[src/rtl/alu_seq_pkg.sv]
// Shared encodings for the 64-bit add/sub sequencer: ALU opcodes, request opcodes,
// FSM states and the signed-saturation helper.
package alu_seq_pkg;

  localparam logic [3:0] ALU_ADD  = 4'b0000;
  localparam logic [3:0] ALU_ADDC = 4'b0001;
  localparam logic [3:0] ALU_SUB  = 4'b0010;
  localparam logic [3:0] ALU_SUBB = 4'b0011;

  typedef enum logic {
    OP_ADD64 = 1'b0,
    OP_SUB64 = 1'b1
  } req_op_t;

  typedef enum logic [1:0] {
    S_IDLE,
    S_LO,
    S_HI,
    S_DONE
  } state_t;

  // An overflowed result with its sign bit set came from a positive overflow.
  function automatic logic [63:0] sat_value(input logic wrapped_sign);
    return wrapped_sign ? 64'h7FFF_FFFF_FFFF_FFFF : 64'h8000_0000_0000_0000;
  endfunction

endpackage

[src/rtl/alu_wide_sequencer_if.sv]
// Request/response handshake bundle between the issue logic (master) and the
// 64-bit sequencer (slave).
interface alu_wide_sequencer_if;

  logic        req_valid;
  logic        req_ready;
  logic        req_op;
  logic [63:0] req_a;
  logic [63:0] req_b;

  logic        resp_valid;
  logic        resp_ready;
  logic [63:0] resp_result;
  logic        resp_z;
  logic        resp_n;
  logic        resp_c;
  logic        resp_v;

  modport master (
    output req_valid, req_op, req_a, req_b, resp_ready,
    input  req_ready, resp_valid, resp_result, resp_z, resp_n, resp_c, resp_v
  );

  modport slave (
    input  req_valid, req_op, req_a, req_b, resp_ready,
    output req_ready, resp_valid, resp_result, resp_z, resp_n, resp_c, resp_v
  );

endinterface

[src/rtl/alu_wide_sequencer.sv]
// Runs a 64-bit ADD/SUB as two chained passes through an external 32-bit ALU.
// Optional ALU_WIDE_SAT_EN: clamp the result to signed saturation on overflow.
module alu_wide_sequencer
  import alu_seq_pkg::*;
(
  input  logic                 clk,
  input  logic                 reset,
  alu_wide_sequencer_if.slave  bus,
  output logic [31:0]          alu_a,
  output logic [31:0]          alu_b,
  output logic                 alu_ci,
  output logic [3:0]           alu_op,
  input  logic [31:0]          alu_out,
  input  logic                 alu_z,
  input  logic                 alu_n,
  input  logic                 alu_c,
  input  logic                 alu_v
);

  state_t      state;
  logic        op_sub;
  logic [31:0] a_hi;
  logic [31:0] b_hi;
  logic        lo_zero;
  logic [63:0] full_result;

  assign full_result = {alu_out, bus.resp_result[31:0]};

  // NOTE: all state and outputs update with non-blocking assignments in one
  // clocked block, so every output is a register and the ALU sees stable inputs.
  always_ff @(posedge clk or posedge reset) begin
    if (reset) begin
      state           <= S_IDLE;
      op_sub          <= 1'b0;
      a_hi            <= '0;
      b_hi            <= '0;
      lo_zero         <= 1'b0;
      alu_a           <= '0;
      alu_b           <= '0;
      alu_ci          <= 1'b0;
      alu_op          <= ALU_ADD;
      bus.req_ready   <= 1'b1;
      bus.resp_valid  <= 1'b0;
      bus.resp_result <= '0;
      bus.resp_z      <= 1'b0;
      bus.resp_n      <= 1'b0;
      bus.resp_c      <= 1'b0;
      bus.resp_v      <= 1'b0;
    end else begin
      case (state)
        S_IDLE: begin
          if (bus.req_valid) begin
            op_sub        <= (req_op_t'(bus.req_op) == OP_SUB64);
            a_hi          <= bus.req_a[63:32];
            b_hi          <= bus.req_b[63:32];
            alu_a         <= bus.req_a[31:0];
            alu_b         <= bus.req_b[31:0];
            alu_ci        <= 1'b0;
            alu_op        <= (req_op_t'(bus.req_op) == OP_SUB64) ? ALU_SUB : ALU_ADD;
            bus.req_ready <= 1'b0;
            state         <= S_LO;
          end
        end
        S_LO: begin
          bus.resp_result[31:0] <= alu_out;
          lo_zero               <= alu_z;
          alu_a                 <= a_hi;
          alu_b                 <= b_hi;
          // The low-word carry/borrow is held in alu_ci for the high pass.
          alu_ci                <= alu_c;
          alu_op                <= op_sub ? ALU_SUBB : ALU_ADDC;
          state                 <= S_HI;
        end
        S_HI: begin
`ifdef ALU_WIDE_SAT_EN
          bus.resp_result <= alu_v ? sat_value(alu_out[31]) : full_result;
`else
          bus.resp_result <= full_result;
`endif
          bus.resp_z     <= lo_zero & alu_z;
          bus.resp_n     <= alu_n;
          bus.resp_c     <= alu_c;
          bus.resp_v     <= alu_v;
          bus.resp_valid <= 1'b1;
          alu_a          <= '0;
          alu_b          <= '0;
          alu_ci         <= 1'b0;
          alu_op         <= ALU_ADD;
          state          <= S_DONE;
        end
        S_DONE: begin
          if (bus.resp_ready) begin
            bus.resp_valid <= 1'b0;
            bus.req_ready  <= 1'b1;
            state          <= S_IDLE;
          end
        end
        default: state <= S_IDLE;
      endcase
    end
  end

endmodule

[src/flat_wrapper.sv]
// flat-port wrapper written by rule: the top's interface ports become plain ports
module alu_wide_sequencer_flat import alu_seq_pkg::*;
  (clk, reset, alu_a, alu_b, alu_ci, alu_op, alu_out, alu_z, alu_n, alu_c, alu_v, bus_req_valid, bus_req_op, bus_req_a, bus_req_b, bus_resp_ready, bus_req_ready, bus_resp_valid, bus_resp_result, bus_resp_z, bus_resp_n, bus_resp_c, bus_resp_v);
  alu_wide_sequencer_if bus_i ();
  input  logic clk;
  input  logic reset;
  output logic [31:0] alu_a;
  output logic [31:0] alu_b;
  output logic alu_ci;
  output logic [3:0] alu_op;
  input  logic [31:0] alu_out;
  input  logic alu_z;
  input  logic alu_n;
  input  logic alu_c;
  input  logic alu_v;
  input wire logic [$bits(bus_i.req_valid)-1:0] bus_req_valid;
  input wire logic [$bits(bus_i.req_op)-1:0] bus_req_op;
  input wire logic [$bits(bus_i.req_a)-1:0] bus_req_a;
  input wire logic [$bits(bus_i.req_b)-1:0] bus_req_b;
  input wire logic [$bits(bus_i.resp_ready)-1:0] bus_resp_ready;
  output wire logic [$bits(bus_i.req_ready)-1:0] bus_req_ready;
  output wire logic [$bits(bus_i.resp_valid)-1:0] bus_resp_valid;
  output wire logic [$bits(bus_i.resp_result)-1:0] bus_resp_result;
  output wire logic [$bits(bus_i.resp_z)-1:0] bus_resp_z;
  output wire logic [$bits(bus_i.resp_n)-1:0] bus_resp_n;
  output wire logic [$bits(bus_i.resp_c)-1:0] bus_resp_c;
  output wire logic [$bits(bus_i.resp_v)-1:0] bus_resp_v;
  assign bus_i.req_valid = bus_req_valid;
  assign bus_i.req_op = bus_req_op;
  assign bus_i.req_a = bus_req_a;
  assign bus_i.req_b = bus_req_b;
  assign bus_i.resp_ready = bus_resp_ready;
  assign bus_req_ready = bus_i.req_ready;
  assign bus_resp_valid = bus_i.resp_valid;
  assign bus_resp_result = bus_i.resp_result;
  assign bus_resp_z = bus_i.resp_z;
  assign bus_resp_n = bus_i.resp_n;
  assign bus_resp_c = bus_i.resp_c;
  assign bus_resp_v = bus_i.resp_v;
  alu_wide_sequencer u_core (.clk(clk), .reset(reset), .bus(bus_i), .alu_a(alu_a), .alu_b(alu_b), .alu_ci(alu_ci), .alu_op(alu_op), .alu_out(alu_out), .alu_z(alu_z), .alu_n(alu_n), .alu_c(alu_c), .alu_v(alu_v));
endmodule
[config.mk]
export PLATFORM = sky130hd
export DESIGN_NAME = alu_wide_sequencer_flat
export DESIGN_NICKNAME = d
export VERILOG_FILES = /design/src/rtl/alu_seq_pkg.sv /design/src/rtl/alu_wide_sequencer_if.sv /design/src/rtl/alu_wide_sequencer.sv /design/src/flat_wrapper.sv
export SDC_FILE = /design/constraint.sdc
export NUM_CORES = 1
export LEC_CHECK = 0
export BUFFER_PORTS_ARGS = -buffer_cell sky130_fd_sc_hd__buf_2
export CAP_MARGIN = 20
export CORE_MARGIN = 2
export CORE_UTILIZATION = 39
export CTS_CLUSTER_SIZE = 25
export DETAILED_ROUTE_END_ITERATION = 8
export GPL_TIMING_DRIVEN = 1
export PLACE_DENSITY = 0.65
export SYNTH_ARGS = -nofsm -noshare
export SYNTH_HDL_FRONTEND = slang
export SYNTH_SLANG_ARGS = --single-unit
[constraint.sdc]
create_clock -name clk -period 6.39 [get_ports clk]
set_input_delay 0 -clock clk [delete_from_list [all_inputs] [get_ports clk]]
set_output_delay 0 -clock clk [all_outputs]
set_load 0.01 [all_outputs]
Word level (Yosys, flattened, before mapping)
Cells that the tools add are included.
{"block": "classes", "eq_ne": 5, "muxes": 17, "bitwise": 1, "reduce_logical": 9}
{"cell": "$pmux 32 s3", "n": 2}
{"cell": "$mux 32", "n": 2}
{"cell": "$pmux 4 s3", "n": 1}
{"cell": "$mux 2", "n": 4}
{"cell": "$pmux 2 s4", "n": 1}
{"cell": "$reduce_and 2->1", "n": 4}
{"cell": "$eq 2x2->1 const B", "n": 2}
{"cell": "$mux 4", "n": 1}
{"cell": "$ne 2x2->1 const B", "n": 2}
{"cell": "$pmux 1 s2", "n": 2}
{"cell": "$reduce_bool 2->1", "n": 2}
{"cell": "$mux 1", "n": 3}
{"cell": "$pmux 1 s3", "n": 1}
{"cell": "$reduce_and 3->1", "n": 1}
{"cell": "$reduce_bool 3->1", "n": 1}
{"cell": "$eq 2x1->1 const B", "n": 1}
{"cell": "$logic_not 2->1", "n": 1}
{"cell": "$and 1x1->1", "n": 1}
{"block": "word_totals", "regBits": 207, "inputBits": 169, "out_inout_bits": 139, "wordCells": 49}

Logic depth before layout (Yosys ltp)
Gate-level depths: netlist of the first run.
{"block": "logic_depth", "depth_word": 3, "ltp_mapped": 8, "depth_no_buf": 5}

Least setup slack after synthesis of the first run
OpenSTA, ideal clock, no wires.
{"block": "synth_path", "kind": "flip-flop to flip-flop", "start": "reg u_core.state[0]", "end": "reg u_core.alu_b[5]", "setup_time_ns": 0.125, "arrival_time_ns": 1.688, "required_time_ns": 6.265, "setup_slack_ns": 4.577, "stages_incl_launch_ff": 9, "path_buffers": 3, "period_less_slack_ns": 1.813, "cell_sequence": "dfrtp_1 -> inv_1 -> ha_1 -> buf_6 -> and2_4 -> buf_6 -> buf_6 -> a22o_1 -> mux2_4"}
{"block": "synth_via", "elab_chain_cells": 3, "word_cells_on_any_way": 7, "cone_classes": "eq/ne: 3; mux: 1; reduce/logical: 3"}
{"item": "start: declaration", "line_no": "alu_wide_sequencer.sv:20", "source": "state_t state;"}
{"item": "start signal: assignment", "line_no": "alu_wide_sequencer.sv:33", "source": "state <= S_IDLE;"}
{"item": "start signal: assignment", "line_no": "alu_wide_sequencer.sv:61", "source": "state <= S_LO;"}
{"item": "start signal: assignment", "line_no": "alu_wide_sequencer.sv:72", "source": "state <= S_HI;"}
{"item": "$eq 2x1->1 (tied with other cells)", "line_no": "alu_wide_sequencer.sv:50", "source": "case (state)"}
{"item": "$reduce_bool 3->1 (no source line) / $ne 2x2->1 (equally long branches)"}
{"item": "$reduce_and 2->1 (no source line)"}
{"item": "end signal: assignment", "line_no": "alu_wide_sequencer.sv:57", "source": "alu_b <= bus.req_b[31:0];"}
{"item": "end signal: assignment", "line_no": "alu_wide_sequencer.sv:68", "source": "alu_b <= b_hi;"}
{"item": "end: declaration", "line_no": "alu_wide_sequencer.sv:10", "source": "output logic [31:0] alu_b,"}
Several ways; a longest one is shown, not always the timed one.
A chain may end at the register's enable or synchronous reset.

Worst setup path in the final report of the first run
{"block": "layout_path", "start": "reg u_core.state[0]", "end": "reg u_core.alu_b[25]"}
Same word-level chain as after synthesis.

==> results of run 1 <==
per-stage QoR:
| stage | hold slack (ns) | setup WS (ns) | power, W | util |
|---|---|---|---|---|
| 2_1_floorplan | 0.139 | 0.796 | 0.00426 | - |
| 3_3_place_gp | 0.233 | 3.65 | 0.00503 | 0.472 |
| 3_5_place_dp | 0.235 | 3.59 | 0.00514 | 0.473 |
| 4_1_cts | 0.0228 | 3.57 | 0.00653 | 0.585 |
| 5_1_grt | 0.0653 | 3.43 | 0.00692 | 0.586 |
| 6_report | 0.0487 | 3.62 | 0.00651 | 0.586 |
sequential cells by signal, indices dropped and copies added (netlist names), 2 cells and up:
signal,flops
u_core.bus.resp_result,64
u_core.alu_op,2
u_core.alu_b,32
u_core.b_hi,32
u_core.alu_a,32
u_core.a_hi,32
u_core.state,2
metal layers:
metal  vias to the layer above  wire length, um  track usage
met5                         -                0            0
met2                       303            12200        0.361
met3                        61             1800       0.0468
met1                      3370             9710        0.247
li1                       3201                -            -
met4                         0              854       0.0859
cell type report:
type                       count  area (um^2)  share of cell area
timing repair buffer         480         3270               0.258
sequential                   205         5130               0.405
inverter                       7         33.8             0.00267
tap                          280          350              0.0277
multi-input combinational    374         3120               0.246
clock inverter                 4         26.3             0.00207
clock buffer                  38          722              0.0570
antenna                        5         12.5            0.000988
kinds of logic (layout without fill, tap and decap cells):
logic type	count (synthesis)	count (layout)	synth area share
AOI/OAI and AO/OA	113	113	0.0836
and+or+nand+nor	92	92	0.0480
DFF	205	205	0.601
adders and majority gates	7	7	0.0103
muxes	160	160	0.220
buffers and inverters	59	529	0.0367
other	1	7	0.000440
worst min path at each step:
| stage | endpoint | slack [ns] | startpoint | depth (start not counted) |
|---|---|---|---|---|
| 2_1_floorplan | u_core.bus.resp_z$_DFFE_PP0N_ | 0.14 | alu_z | 2 |
| 3_3_place_gp | u_core.a_hi[28]$_DFFE_PP0P_ | 0.23 | bus_req_a[60] | 2 |
| 3_5_place_dp | u_core.a_hi[17]$_DFFE_PP0P_ | 0.23 | bus_req_a[49] | 2 |
| 4_1_cts | u_core.alu_ci$_DFFE_PP0P_ | 0.02 | bus_req_valid | 3 |
| 5_1_grt | u_core.alu_ci$_DFFE_PP0P_ | 0.07 | bus_req_valid | 3 |
| 6_report | u_core.alu_ci$_DFFE_PP0P_ | 0.05 | bus_req_valid | 3 |
Yosys cell counts:
cell / instances / share of area
dfrtp_1: 204 / 0.60
nor2_1: 4 / 0.0018
buf_6: 4 / 0.0053
buf_4: 9 / 0.0079
o21ai_0: 2 / 0.0012
and2b_1: 1 / 0.00088
nand2b_1: 1 / 0.00073
conb_1: 1 / 0.00044
mux2_4: 20 / 0.035
nand2_1: 43 / 0.019
inv_1: 7 / 0.0031
buf_1: 2 / 0.00088
mux2_2: 138 / 0.18
and2_4: 1 / 0.0010
ha_1: 7 / 0.010
a22o_1: 24 / 0.025
mux2i_1: 2 / 0.0023
a31oi_1: 41 / 0.030
nand3_1: 42 / 0.025
clkbuf_1: 15 / 0.0066
o31ai_1: 1 / 0.00088
dfstp_2: 1 / 0.0031
buf_2: 22 / 0.013
o2bb2ai_1: 1 / 0.0010
a21oi_1: 44 / 0.026
timing repair:
item	4_1_cts	5_1_grt
endpoints found under the setup margin	0	0
hold endpoints to repair	334	0
buffers inserted	0	0
hold buffers	167	0
where the power goes:
group	total, W	switching [W]	internal, W
logic	0.00290	0.00149	0.00141
clock network	0.00129	0.000517	0.000769
registers	0.00233	0.000357	0.00198
total	0.00651	0.00236	0.00415
tightest hold or removal path, delay by kind of cell:
kind | cells | cell delay [ns]
AOI/OAI and AO/OA | 1 | 0.10
buffers and inverters | 1 | 0.12
and+or+nand+nor | 1 | 0.29
==> results.json, run 1 <==
{
  "critPathLaunchType": "flip-flop",
  "vias": 6935,
  "seq_area_frac_synth": 0.601,
  "fin_cells": 1393,
  "status": "finished, final reports clean",
  "r2r_slack_ns": 3.62,
  "antenna_found_initial": 5,
  "reg2reg_depth": 6,
  "final_common_cell": "buf_2",
  "grt_start_max_net_pins": 132,
  "root_buffer": "clkbuf_16",
  "placed_cell_area_um2": 10200,
  "crit_type": "flip-flop to flip-flop",
  "synth.avg_cell_area_um2": 13.4,
  "reg2reg_from": "u_core.state[0]$_DFFE_PP0P_",
  "hp-class": "input pin to flip-flop",
  "p_leak_nw": 6.00,
  "area_delta_synth_final_pct": 48.4,
  "setup_tns_ns": 0,
  "timing_hold_violations_final": 0,
  "synthCells": 637,
  "finalSetupViolCount": 0,
  "clock_sinks": 205,
  "clock_skew_ns": 0.0157,
  "p_per_area_nw_per_um2": 514,
  "yosys.cell_types.count": 25,
  "die_area_um2": 23100,
  "start_util": 0.395,
  "arrival_ns": 3.15,
  "crit_start": "u_core.state[0]$_DFFE_PP0P_",
  "vias_per_cell": 4.98,
  "drt_pre_antenna_iters": 5,
  "track_usage": 0.207,
  "portBuffers": 305,
  "tightestPinTransition_ns": 1.02,
  "cp_slowest_cell": "buf_4",
  "synth.cell_area_um2": 8530,
  "place.gp.congestion": 0.826,
  "die_h_um": 152,
  "cp.depth": 6,
  "crit_chain": "inv_1 -> ha_1 -> and2b_1 -> nor2_4 -> buf_4 -> mux2_2",
  "crit_path_max_incr_delay_ns": 0.60,
  "post_drt_wl_per_cell_um": 17.6,
  "die_w_um": 152,
  "drive_gt1_frac": 0.465,
  "rows": 54,
  "cp_max_fo": 36,
  "drv_cap": 0,
  "crit_required_ns": 6.77,
  "endpoint": "u_core.alu_b[25]$_DFFE_PP0P_",
  "relSlewSlack": 0.322,
  "ir_drop_mv": 0.465,
  "synth_seq_cells": 205,
  "cp_num_buf_inv": 2,
  "drt_iter0_drc": 273,
  "cp_top_family": "simple AND/OR/NAND/NOR gates",
  "rsz0062_at_grt": "false",
  "fin_crit_sh": 0.434,
  "totalWireLength_um": 24600,
  "max_freq_mhz": 361,
  "grt_pass1_vias": 7375,
  "fill_cells": 1725,
  "design_area_um2": 12700,
  "io_pins": 308,
  "critPathCaptureType": "flip-flop",
  "h-tree-depth": 1,
  "cts_resized": 0,
  "cts_made_buffers": 23,
  "cts_max_path_buffers": 3,
  "core_um2": 21600,
  "detail-route-antenna-nets": 0,
  "hpwl_um": 14800,
  "drc": 0,
  "clk_pin_slew_worst_paths_ns": 0.06,
  "synth-warning-count": 0,
  "min_period_ns": 2.77,
  "grt_overflow": 0,
  "tritoncts": "done",
  "insertion_delay_ns": 0.51,
  "final_cell_mix": "buf_2 (305), dfrtp_1 (204), dlygate4sd3_1 (167), mux2_2 (138), a21oi_1 (44)",
  "r2r_end": "u_core.alu_b[25]$_DFFE_PP0P_",
  "fin_nets": 1267,
  "finalMaxSlewViolations": 0,
  "dp.cells": 1179,
  "grt_pass1_wl_um": 39000
}
(Power assumes the default switching activity.)
==> run 2: changes to the inputs <==
==> constraint.sdc (replaced) <==
create_clock -name clk -period 2.85 [get_ports clk]
set_input_delay 0 -clock clk [delete_from_list [all_inputs] [get_ports clk]]
set_output_delay 0 -clock clk [all_outputs]
set_load 0.01 [all_outputs]
==> run 2 against run 1 <==
Largest power group unchanged. Setup slack lost 2.8 ns. Utilization is 0.17 points higher. Clock power increased by 120%. Combinational power grew 130%. Die area is the same. Power increased by 120%. Maximum frequency up 37%. Register-to-register slack got worse by 2.8 ns. Sequential share of layout area down 0.12 points.
==> results.json, run 2 (same netlist as run 1, synthesis figures left out) <==
{
  "status": "finished, final reports clean",
  "drive_gt1_frac": 0.467,
  "core_um2": 21600,
  "grt_pass1_wl_um": 39500,
  "finalSetupViolCount": 0,
  "crit_required_ns": 3.23,
  "multiInputGateArea_um2": 3120,
  "setup_ws_ns": 0.820,
  "max_freq_mhz": 493,
  "grt_start_max_net_pins": 109,
  "grt_pass1_vias": 7556,
  "timing_hold_violations_final": 0,
  "hpwl_um": 14700,
  "final_cell_mix": "buf_2 (305), dfrtp_1 (204), dlygate4sd3_1 (167), mux2_2 (138), a21oi_1 (44)",
  "die_w_um": 152,
  "min_period_ns": 2.03,
  "fin_nets": 1269,
  "hold_depth": 3,
  "seqPwrFrac": 0.356,
  "post_drt_wl_per_cell_um": 17.4,
  "vias_per_cell": 5.06,
  "cts_made_buffers": 23,
  "ir_drop_mv": 0.583,
  "clockPowerShare": 0.193,
  "die_area_um2": 23100,
  "fill_cells": 1779,
  "portBuffers": 305,
  "die_h_um": 152,
  "drc": 0,
  "power.switching_w": 0.00525,
  "detail-route-antenna-nets": 0,
  "vias": 7029,
  "critPathCaptureType": "flip-flop",
  "cp_max_fo": 34,
  "drt_iter0_drc": 297,
  "place.gp.congestion": 0.810,
  "finalMaxSlewViolations": 0,
  "track_usage": 0.206,
  "start_util": 0.395,
  "final_common_cell": "buf_2",
  "p_sw_frac": 0.361,
  "fin_crit_sh": 0.712,
  "p_leak_nw": 6.03,
  "totalWireLength_um": 24300,
  "rows": 54,
  "root_buffer": "clkbuf_16",
  "seq_area_um2": 5130,
  "arrival_ns": 2.41,
  "drt_pre_antenna_iters": 4,
  "insertion_delay_ns": 0.49,
  "rsz0062_at_grt": "false",
  "cts_max_path_buffers": 3,
  "antenna_found_initial": 1,
  "h-tree-depth": 1,
  "p_total_w": 0.0146,
  "io_pins": 308,
  "p_int_w": 0.00931,
  "clock_sinks": 205,
  "tightestPinTransition_ns": 0.900,
  "grt_overflow": 0,
  "crit_type": "flip-flop to flip-flop",
  "regMostFlops": "u_core.bus.resp_result",
  "setup_tns_ns": 0,
  "largest_reg_flops": 64,
  "tritoncts": "done",
  "clock_skew_ns": 0.00719,
  "drv_cap": 0,
  "reg2reg_depth": 5,
  "clk_pin_slew_worst_paths_ns": 0.06,
  "critPathLaunchType": "flip-flop",
  "post-place-ws_ns": 0.806,
  "power.share.combinational": 0.452,
  "hp-class": "input pin to flip-flop",
  "p_per_area_nw_per_um2": 1150,
  "final_util": 0.587,
  "relSlewSlack": 0.400,
  "area_delta_synth_final_pct": 48.9
}
run 2: per-layer routing:
metal	routed length, um	up-vias	GRT usage
li1	-	3191	-
met1	9500	3442	0.255
met2	11800	315	0.343
met3	1800	81	0.0473
met4	1180	0	0.101
met5	0	-	0
run 2: area by class of cell:
class                      count  area share
sequential                   205       0.404
inverter                       7     0.00236
timing repair buffer         482       0.264
clock buffer                  31      0.0500
clock inverter                10     0.00621
antenna                        1    0.000197
tap                          280      0.0276
multi-input combinational    374       0.246
run 2: worst paths after layout:
path	start	to	slack, ns
setup reg to reg	u_core.state[0]$_DFFE_PP0P_	u_core.b_hi[15]$_DFFE_PP0P_	0.82
hold reg to reg	u_core.bus.resp_result[16]$_DFFE_PP0N_	u_core.bus.resp_result[16]$_DFFE_PP0N_	0.50
setup / recovery	u_core.state[0]$_DFFE_PP0P_	u_core.b_hi[15]$_DFFE_PP0P_	0.82
min in group asynchronous	reset	u_core.bus.resp_result[21]$_DFFE_PP0N_	0.06
max in group asynchronous	reset	u_core.alu_a[11]$_DFFE_PP0P_	1.87
hold / removal	bus_req_valid	u_core.alu_ci$_DFFE_PP0P_	0.05
run 2: metrics by stage:
step / hold WS, ns / instance area [um^2] / instances
6_report: 0.0451 / 12700 / 1390
5_1_grt: 0.0302 / 12700 / 1390
4_1_cts: 0.0139 / 12700 / 1389
3_5_place_dp: 0.0379 / 10300 / 1181
3_3_place_gp: 0.0355 / 10300 / 1181
2_1_floorplan: 0.139 / 8540 / 638
run 2: critical path, cell delays in order (launching register included):
cell and delay [ns]:
dfrtp_1 0.43, inv_1 0.13, ha_1 0.29, nand2_4 0.40, buf_12 0.28, mux2_2 0.36
run 2: power by group through the flow:
stage | registers (W) | clock network [W] | logic [W]
after floorplan | 0.00556 | 0 | 0.00399
after global placement | 0.00515 | 0 | 0.00626
after detailed placement | 0.00519 | 0 | 0.00642
after CTS | 0.00517 | 0.00289 | 0.00660
after global routing | 0.00537 | 0.00300 | 0.00713
final | 0.00518 | 0.00280 | 0.00658
run 2: timing repair:
action	in CTS	in global routing
hold buffers	167	0
buffers inserted	0	0
gates resized for setup	0	0
hold endpoints to repair	301	0
